<file path="config.mk">
export PLATFORM = sky130hd
export DESIGN_NAME = cam_frame_writer_flat
export DESIGN_NICKNAME = d
export VERILOG_FILES = /design/src/rtl/cam_pkg.sv /design/src/rtl/cam_frame_writer_if.sv /design/src/rtl/cam_byte_pair.sv /design/src/rtl/cam_frame_writer.sv /design/src/flat_wrapper.sv
export SDC_FILE = /design/constraint.sdc
export NUM_CORES = 1
export LEC_CHECK = 0
export CORE_UTILIZATION = 30
export DETAILED_ROUTE_END_ITERATION = 16
export PLACE_DENSITY_LB_ADDON = 0.05
export SLEW_MARGIN = 20
export SYNTH_ARGS = -nofsm -noshare
export SYNTH_HDL_FRONTEND = slang
export SYNTH_SLANG_ARGS = --single-unit
</file>
<file path="constraint.sdc">
create_clock -name P -period 2.03 [get_ports P]
set_input_delay 0.406 -clock P [delete_from_list [all_inputs] [get_ports P]]
set_output_delay 0.406 -clock P [all_outputs]
set_load 0.03 [all_outputs]
</file>
<file path="src/rtl/cam_pkg.sv">
// Shared constants and types for the camera frame buffer (writer and reader).
package cam_pkg;

    localparam int AW           = 15;
    localparam int FRAME_W      = 176;
    localparam int FRAME_H      = 144;
    localparam int FRAME_PIXELS = FRAME_W * FRAME_H;

    // Bit positions used to reduce RGB565 (byte1 = RRRRRGGG, byte2 = GGGBBBBB) to RGB111.
    localparam int R_BIT = 7;
    localparam int G_BIT = 2;
    localparam int B_BIT = 4;

    typedef enum logic [1:0] {
        ST_IDLE       = 2'd0,
        ST_WAIT_FRAME = 2'd1,
        ST_CAPTURE    = 2'd2,
        ST_DONE       = 2'd3
    } cam_state_t;

    // Collapse one RGB565 pixel, given as its two camera bytes, to {R,G,B}.
    function automatic logic [2:0] rgb565_to_111(input logic [7:0] byte1, input logic [7:0] byte2);
        return {byte1[R_BIT], byte1[G_BIT], byte2[B_BIT]};
    endfunction

endpackage

</file>
<file path="src/rtl/cam_frame_writer_if.sv">
// Camera input and frame-RAM write bundle of the frame writer.
interface cam_frame_writer_if;

    logic                   start;
    logic                   vsync;
    logic                   href;
    logic [7:0]             cam_data;
    logic [cam_pkg::AW-1:0] addr;
    logic [2:0]             data_w;
    logic                   we;
    logic                   busy;
    logic                   frame_ready;
    logic                   frame_short;

    // Writer side: consumes camera signals, produces RAM writes and status.
    modport master (
        input  start, vsync, href, cam_data,
        output addr, data_w, we, busy, frame_ready, frame_short
    );

    // Environment side: camera/controller drives inputs, RAM/reader observes.
    modport slave (
        output start, vsync, href, cam_data,
        input  addr, data_w, we, busy, frame_ready, frame_short
    );

endinterface

</file>
<file path="src/rtl/cam_byte_pair.sv">
// Pairs camera bytes into pixels: HREF edge detect, byte phase, byte1 latch.
// pix_valid is combinational on the phase-1 byte so the top can register the
// write on the very edge that samples that byte.
module cam_byte_pair
    import cam_pkg::*;
(
    input  logic       clk,
    input  logic       rst,
    input  logic       en,
    input  logic       href,
    input  logic [7:0] cam_data,
    output logic       pix_valid,
    output logic [2:0] pix_rgb
);

    logic       href_d;
    logic       phase;
    logic [7:0] byte1;
    logic       phase_eff;

    // A new line always starts in phase 0, discarding any odd trailing byte.
    always_comb begin
        phase_eff = phase;
        if (href && !href_d) begin
            phase_eff = 1'b0;
        end else begin
            phase_eff = phase;
        end
        pix_valid = en && href && phase_eff;
        pix_rgb   = rgb565_to_111(byte1, cam_data);
    end

    // Byte phase toggle and first-byte capture; phase held at 0 outside capture.
    always_ff @(posedge clk) begin
        if (rst) begin
            href_d <= 1'b0;
            phase  <= 1'b0;
            byte1  <= 8'd0;
        end else begin
            href_d <= href;
            if (!en) begin
                phase <= 1'b0;
            end else if (href) begin
                phase <= ~phase_eff;
                if (!phase_eff) begin
                    byte1 <= cam_data;
                end
            end
        end
    end

endmodule

</file>
<file path="src/rtl/cam_frame_writer.sv">
// Captures one camera frame as RGB111 into the 176x144 frame RAM and flags
// completion for the colour-analysis reader.
module cam_frame_writer
    import cam_pkg::*;
(
    input  logic                P,
    input  logic                rst,
    cam_frame_writer_if.master  bus
);

    cam_state_t     state;
    logic           vsync_d;
    logic [AW-1:0]  count;
    logic [AW-1:0]  count_next;
    logic           capture_en;
    logic           vsync_rise;
    logic           vsync_fall;
    logic           wr_now;
    logic           pix_valid;
    logic [2:0]     pix_rgb;

    cam_byte_pair u_byte_pair (
        .clk       (P),
        .rst       (rst),
        .en        (capture_en),
        .href      (bus.href),
        .cam_data  (bus.cam_data),
        .pix_valid (pix_valid),
        .pix_rgb   (pix_rgb)
    );

    // Frame edges, write qualification (no writes past the last address) and next count.
    always_comb begin
        capture_en = (state == ST_CAPTURE);
        vsync_rise = bus.vsync && !vsync_d;
        vsync_fall = !bus.vsync && vsync_d;
        wr_now     = pix_valid && (count < AW'(FRAME_PIXELS));
        if (wr_now) begin
            count_next = count + AW'(1);
        end else begin
            count_next = count;
        end
    end

    // Capture FSM with pixel counter and registered RAM/status outputs.
    always_ff @(posedge P) begin
        if (rst) begin
            state           <= ST_IDLE;
            vsync_d         <= 1'b0;
            count           <= '0;
            bus.addr        <= '0;
            bus.data_w      <= 3'd0;
            bus.we          <= 1'b0;
            bus.busy        <= 1'b0;
            bus.frame_ready <= 1'b0;
            bus.frame_short <= 1'b0;
        end else begin
            vsync_d <= bus.vsync;
            bus.we  <= 1'b0;
            case (state)
                ST_IDLE: begin
                    if (bus.start) begin
                        state    <= ST_WAIT_FRAME;
                        bus.busy <= 1'b1;
                        count    <= '0;
                    end
                end
                ST_WAIT_FRAME: begin
                    // Only a fresh frame boundary starts capture, never a partial frame.
                    if (vsync_fall) begin
                        state <= ST_CAPTURE;
                    end
                end
                ST_CAPTURE: begin
                    if (wr_now) begin
                        bus.we     <= 1'b1;
                        bus.addr   <= count;
                        bus.data_w <= pix_rgb;
                    end
                    count <= count_next;
                    if (vsync_rise) begin
                        state           <= ST_DONE;
                        bus.busy        <= 1'b0;
                        bus.frame_ready <= 1'b1;
                        bus.frame_short <= (count_next < AW'(FRAME_PIXELS));
                    end
                end
                ST_DONE: begin
                    if (bus.start) begin
                        state           <= ST_WAIT_FRAME;
                        bus.busy        <= 1'b1;
                        bus.frame_ready <= 1'b0;
                        bus.frame_short <= 1'b0;
                        count           <= '0;
                    end
                end
                default: begin
                    state           <= ST_IDLE;
                    bus.busy        <= 1'b0;
                    bus.frame_ready <= 1'b0;
                    bus.frame_short <= 1'b0;
                    count           <= '0;
                end
            endcase
        end
    end

endmodule

</file>
<file path="src/flat_wrapper.sv">
// flat-port wrapper written by rule: the top's interface ports become plain ports
module cam_frame_writer_flat import cam_pkg::*;
  (P, rst, bus_start, bus_vsync, bus_href, bus_cam_data, bus_addr, bus_data_w, bus_we, bus_busy, bus_frame_ready, bus_frame_short);
  cam_frame_writer_if bus_i ();
  input  logic P;
  input  logic rst;
  input wire logic [$bits(bus_i.start)-1:0] bus_start;
  input wire logic [$bits(bus_i.vsync)-1:0] bus_vsync;
  input wire logic [$bits(bus_i.href)-1:0] bus_href;
  input wire logic [$bits(bus_i.cam_data)-1:0] bus_cam_data;
  output wire logic [$bits(bus_i.addr)-1:0] bus_addr;
  output wire logic [$bits(bus_i.data_w)-1:0] bus_data_w;
  output wire logic [$bits(bus_i.we)-1:0] bus_we;
  output wire logic [$bits(bus_i.busy)-1:0] bus_busy;
  output wire logic [$bits(bus_i.frame_ready)-1:0] bus_frame_ready;
  output wire logic [$bits(bus_i.frame_short)-1:0] bus_frame_short;
  assign bus_i.start = bus_start;
  assign bus_i.vsync = bus_vsync;
  assign bus_i.href = bus_href;
  assign bus_i.cam_data = bus_cam_data;
  assign bus_addr = bus_i.addr;
  assign bus_data_w = bus_i.data_w;
  assign bus_we = bus_i.we;
  assign bus_busy = bus_i.busy;
  assign bus_frame_ready = bus_i.frame_ready;
  assign bus_frame_short = bus_i.frame_short;
  cam_frame_writer u_core (.P(P), .rst(rst), .bus(bus_i));
endmodule
</file>
== After elaboration in Yosys (flattened, before gate mapping) ==
Index checks and enable logic that the tools add are counted.

* Latch bits: 0
* Input port bits: 13
* RAM bits: 0
* Logic and storage cells: 61
* Memory bits (read-only): 0
* Register bits after elaboration: 50
* Output and inout port bits: 22
* Memories: 0

* Div/mod/pow operators: 0
* Add/sub/neg operators: 1
* Equality and inequality tests: 7
* Shift-type cells: 0
* Multiply operators: 0
* Mux-type cells: 17
* $lt $le $gt $ge: 2
* Bitwise logic cells: 2
* Reductions and logical operators: 20

{| class="wikitable"
|+ Operator list
! cell !! count
|-
| $lt 15x15->1 const B || 2
|-
| $mux 15 || 2
|-
| $pmux 15 s2 || 1
|-
| $add 15x1->15 const B || 1
|-
| $reduce_and 3->1 || 4
|-
| $mux 1 || 7
|-
| $logic_and 1x1->1 || 6
|-
| $mux 2 || 3
|-
| $ne 2x1->1 const B || 3
|-
| $pmux 1 s2 || 3
|-
| $pmux 2 s3 || 1
|-
| $eq 2x2->1 const B || 2
|-
| $reduce_and 2->1 || 2
|-
| $reduce_bool 2->1 || 2
|-
| $reduce_or 2->1 || 2
|-
| $logic_not 1->1 || 3
|-
| $eq 2x1->1 const B || 1
|-
| $logic_not 2->1 || 1
|-
| $ne 2x2->1 const B || 1
|-
| $not 1->1 || 2
|}

== Logic depth before layout (Yosys ltp) ==
* Word-level depth: 9
* Gate-level depth with buffers: 10
* Gate-level depth less buffers: 7

== Modules after synthesis ==
Synthesis repeated with hierarchy kept, for this count alone.

* Cells, all modules: 261
* Area total of the unflattened synthesis: 2,105.8 sq um

{| class="wikitable"
|+ By module, submodules not included
! module !! sequential area each (sq um) !! cells each !! times used !! area an instance (sq um)
|-
| cam_frame_writer || 800.8 || 243 || 1 || 1,926.8
|-
| cam_byte_pair || 80.1 || 18 || 1 || 178.9
|}

== Worst setup path after synthesis ==
No wires, ideal clock.

* Path type: reg-to-reg
* Start point: register u_core.state[0]
* End point: register u_core.bus.frame_short
* Library setup time: 0.124 ns
* Data arrival time: 1.751 ns
* Stages on the path, launching flop included: 10
* Path buffers: 2
* Data required time: 1.906 ns
* Path slack: 0.156 ns
* Clock period less this slack: 1.874 ns
* Cells stage by stage: dfxtp_1 -> inv_1 -> ha_1 -> buf_2 -> and4_1 -> nand3_1 -> buf_4 -> a2111o_1 -> a31oi_1 -> o31ai_1

* Longest elaborated chain between the ends: 8
* Elaborated cells between the ends (all ways): 13
* Classes of those cells: 1 x order compare; 4 x eq/ne; 3 x mux; 5 x reduce/logical

{| class="wikitable"
|+ Ends and longest elaborated chain
! item !! line !! source
|-
| start, declared || cam_frame_writer.sv:11 || <nowiki>cam_state_t state;</nowiki>
|-
| start signal, assigned || cam_frame_writer.sv:48 || <nowiki>state <= ST_IDLE;</nowiki>
|-
| start signal, assigned || cam_frame_writer.sv:63 || <nowiki>state <= ST_WAIT_FRAME;</nowiki>
|-
| start signal, assigned || cam_frame_writer.sv:71 || <nowiki>state <= ST_CAPTURE;</nowiki>
|-
| $eq 2x2->1 || cam_frame_writer.sv:34, cam_frame_writer.sv:60 ||
|-
| $logic_and 1x1->1 (2 in a row) || cam_byte_pair.sv:29 || <nowiki>pix_valid = en && href && phase_eff;</nowiki>
|-
| $logic_and 1x1->1 || cam_frame_writer.sv:37 || <nowiki>wr_now = pix_valid && (count < AW'(FRAME_PIXELS));</nowiki>
|-
| $mux 15 || cam_frame_writer.sv:38 || <nowiki>if (wr_now) begin</nowiki>
|-
| $lt 15x15->1 || cam_frame_writer.sv:85 || <nowiki>bus.frame_short <= (count_next < AW'(FRAME_PIXELS));</nowiki>
|-
| $mux 1 || cam_frame_writer.sv:81 || <nowiki>if (vsync_rise) begin</nowiki>
|-
| $pmux 1 s2 || cam_frame_writer.sv:60 || <nowiki>case (state)</nowiki>
|-
| end signal, assigned || cam_frame_writer.sv:85 ||
|-
| end, declared || cam_frame_writer_if.sv:18 || <nowiki>output addr, data_w, we, busy, frame_ready, frame_short</nowiki>
|}

Parallel ways exist; a longest one is shown, timed or not. The select of a mux whose other input is x is not followed.
A chain may end at the register's enable or synchronous reset.

== Final worst setup path ==
* Start point: register u_core.state[0]
* End point: register u_core.count[13]

* Longest elaborated chain between the ends: 6
* Elaborated cells between the ends (all ways): 12
* Classes of those cells: 3 x eq/ne; 2 x mux; 7 x reduce/logical

{| class="wikitable"
|+ Ends and longest elaborated chain
! item !! line !! source
|-
| $eq 2x2->1 || cam_frame_writer.sv:34, cam_frame_writer.sv:60 ||
|-
| $logic_and 1x1->1 (2 in a row) || cam_byte_pair.sv:29 ||
|-
| $logic_and 1x1->1 || cam_frame_writer.sv:37 ||
|-
| $mux 15 || cam_frame_writer.sv:38 ||
|-
| $pmux 15 s2 || cam_frame_writer.sv:60 ||
|-
| end signal, assigned || cam_frame_writer.sv:80 || <nowiki>count <= count_next;</nowiki>
|-
| end, declared || cam_frame_writer.sv:13 || <nowiki>logic [AW-1:0] count;</nowiki>
|}

Parallel ways exist; a longest one is shown, timed or not.

==> results.sh <==
export IMPL_max_cap_viol_count=0
export IMPL_clk_root_buffer_cell="clkbuf_8"
export IMPL_synth_adder_area_share=0.0282
export IMPL_syn_instance_count=280
export IMPL_antenna_diode_count=0
export IMPL_timing_critical_path_fanout_max=12
export IMPL_tritoncts="yes"
export IMPL_fin_crit_ns=1.92
export IMPL_grt_start_max_net_pins=42
export IMPL_yosys_warnings=0
export IMPL_utilization=0.420
export IMPL_route_detailed_vias_per_inst=4.91
export IMPL_die_h_um=88.0
export IMPL_synthXorXnorAreaFrac=0.0119
export IMPL_worst_slew_pin_transition_ns=0.367
export IMPL_cts_max_level=2
export IMPL_grt_most_used_layer="met2"
export IMPL_cts_max_path_buffers=2
export IMPL_vdd_ir_drop_max_v=0.000403
export IMPL_cts_resized=0
export IMPL_synth_largest_type_area_fraction=0.397
export IMPL_slew_viol_final=0
export IMPL_drive_above_1_share=0.143
export IMPL_layout_nets=345
export IMPL_wl_mm=5.95
export IMPL_yosys_area_share_simple=0.290
export IMPL_grt_overflow_total=0
export IMPL_met3_track_demand_over_resource=0.0415
export IMPL_worst_path_max_delay_cell="dfxtp_1"
export IMPL_area_growth_synth_to_final_pct=32.3
export IMPL_drt_pass1_iter_count=4
export IMPL_syn_area_per_cell_um2=7.92
export IMPL_total_power_w=0.00259
export IMPL_critical_path_buf_inv_count=3
export IMPL_finalClockSkew_ns=0.00431
export IMPL_gr_usage_all_layers=0.166
export IMPL_gp_routability_congestion=0.809
export IMPL_power_leakage_nw=1.03
export IMPL_yosysUniqueCellTypes=45
export IMPL_portBuffers=29
export IMPL_routed_via_count=2083
export IMPL_synthDominantAreaCellType="dfxtp_1"
export IMPL_syn_nets=298
export IMPL_clock_fmax_mhz=520
export IMPL_die_width_um=88.0
export IMPL_finalCritPeriodShare=0.946
export IMPL_synth_seq_area_share=0.397
export IMPL_cpLargestDelayFamily="simple AND/OR/NAND/NOR gates"
export IMPL_status="complete, no violations"
export IMPL_synth_cells_most_frequent="nand2_1, dfxtp_1, a21oi_1, nor2_1, clkbuf_1"
export IMPL_global_route_wire_length_before_repair_mm=9.81
export IMPL_synth_mux_area_frac=0.0361
export IMPL_post_synth_main_area_contributors="dfxtp_1, nand2_1, a21oi_1"
export IMPL_first_iter_violations=180
export IMPL_io_pin_count=35
export IMPL_dp_hpwl_mm=4.04
export IMPL_setup_viol=0
export IMPL_initial_antenna_violation_count=0
export IMPL_synth_ff_latch_count=44
export IMPL_syn_area_um2=2220
export IMPL_critPathLaunchType="flop"
export IMPL_timing_hold_worst_class="flop to flop"
export IMPL_num_rows=30
export IMPL_worstSetupPathType="flop to flop"
export IMPL_core_region_area_um2=6980
export IMPL_number_of_flops_mapped_to_enable_cells_by_yosys=0
export IMPL_worst_endpoint_required_ns=2.23
export IMPL_start_util=0.318
export IMPL_clk_insertion_delay_late_ns=0.31
export IMPL_number_of_global_route_vias_before_repair=1969
export IMPL_cts_sinks=44
export IMPL_post_cts_setup_buffers=0
export IMPL_clk_pin_slew_ns=0.09
export IMPL_synth_top_flop_cell="dfxtp_1"
export IMPL_avgRoutedWirePerCell_um=14.0
export IMPL_critical_path_max_stage_delay_ns=0.32
export IMPL_gr_usage_met1=0.228
export IMPL_cts_hold_buffers_added=0
export IMPL_slew_headroom=0.755
export IMPL_synth_compound_area_frac=0.181
export IMPL_pwr_density_cell_nw_per_um2=883
export IMPL_whs_ns=0.455
export IMPL_drc_errors_left=0
export IMPL_yosysMostFrequentCell="nand2_1"
export IMPL_timing_hold_violations_final=0
export IMPL_async_flop_share=0
export IMPL_met2_usage=0.257
export IMPL_critical_path_arrival_ns=2.12
export IMPL_setup_crit_end_kind="flop"
export IMPL_main_combinational_cell_family_by_area_after_synthesis="simple AND/OR/NAND/NOR gates"
export IMPL_design_die_area_um2=7740
export IMPL_crit_chain="inv_1, ha_2, and4_4, nand3_1, buf_6, buf_4, nor4b_4, mux2i_1, a21oi_1"
export IMPL_drtAntennaViolNets=0
export IMPL_cts_made_buffers=5
==> state kept, by name, summed over array words and instances (netlist names), 2 cells and up <==
name / cells
u_core.count: 15
u_core.bus.addr: 15
u_core.bus.data_w: 3
u_core.state: 2
u_core.u_byte_pair.byte1: 2
==> where the power goes <==
part / switching, W / total [W] / internal [W] / leakage, nW
clock: 0.000341 / 0.000712 / 0.000371 / 0.0548
combinational: 0.000566 / 0.000942 / 0.000376 / 0.619
sequential: 0.0000279 / 0.000937 / 0.000909 / 0.356
total: 0.000935 / 0.00259 / 0.00166 / 1.03
==> logic make-up (layout without fill, tap and decap cells) <==
family	count (synthesis)	after routing
and+or+nand+nor	130	130
AOI/OAI and AO/OA	62	62
DFF	44	44
buffers and inverters	28	76
muxes	8	8
adders and majority gates	5	5
xor gates and xnor gates	3	3
==> stage by stage <==
step	setup TNS, ns	cells	setup WS [ns]	area [um2]
CTS	0	424	0.0298	2890
global route	-0.0672	424	-0.0525	2930
global placement	-2.07	416	-0.242	2780
floorplan	0	280	0.156	2220
detailed placement	-2.32	416	-0.271	2780
finish	0	424	0.109	2930
==> per-layer routing <==
metal,routed length [um],up-vias,share of wire
met5,0,-,0
met4,63,0,0.011
met3,270,5,0.045
met2,2640,39,0.44
met1,2970,974,0.50
li1,-,1065,-
==> final timing paths <==
check | slack (ns) | depth (start not counted) | start | end
max | 0.11 | 9 | u_core.state[0] | u_core.count[13]
min | 0.46 | 2 | u_core.bus.addr[4] | u_core.bus.addr[4]
max reg2reg | 0.11 | 9 | u_core.state[0] | u_core.count[13]
min reg2reg | 0.46 | 2 | u_core.bus.addr[4] | u_core.bus.addr[4]
==> worst reg2reg max path, stage by stage, from the launching register on <==
cell and delay [ns]:
dfxtp_1 0.32, inv_1 0.06, ha_2 0.21, and4_4 0.25
nand3_1 0.09, buf_6 0.17, buf_4 0.15, nor4b_4 0.28
mux2i_1 0.21, a21oi_1 0.08
==> placed cells by master, fill, tap and decap left out, drive strengths merged, types with 6 or more instances in the layout <==
cell type	n
buf	31
o21ai	8
nor3	11
inv	9
a21oi	30
clkdlybuf4s50	29
nand4	6
mux2i	8
dfxtp	44
nand3	7
nor2	21
nand2	55
==> area by class of cell <==
cell class,count,area [um2]
clock buffer,5,68.8
clock inverter,3,46.3
fill,754,4050
inverter,8,30.0
multi-input combinational,208,1240
sequential,44,881
tap,96,120
timing repair buffer,60,543
(Power assumes the default switching activity.)
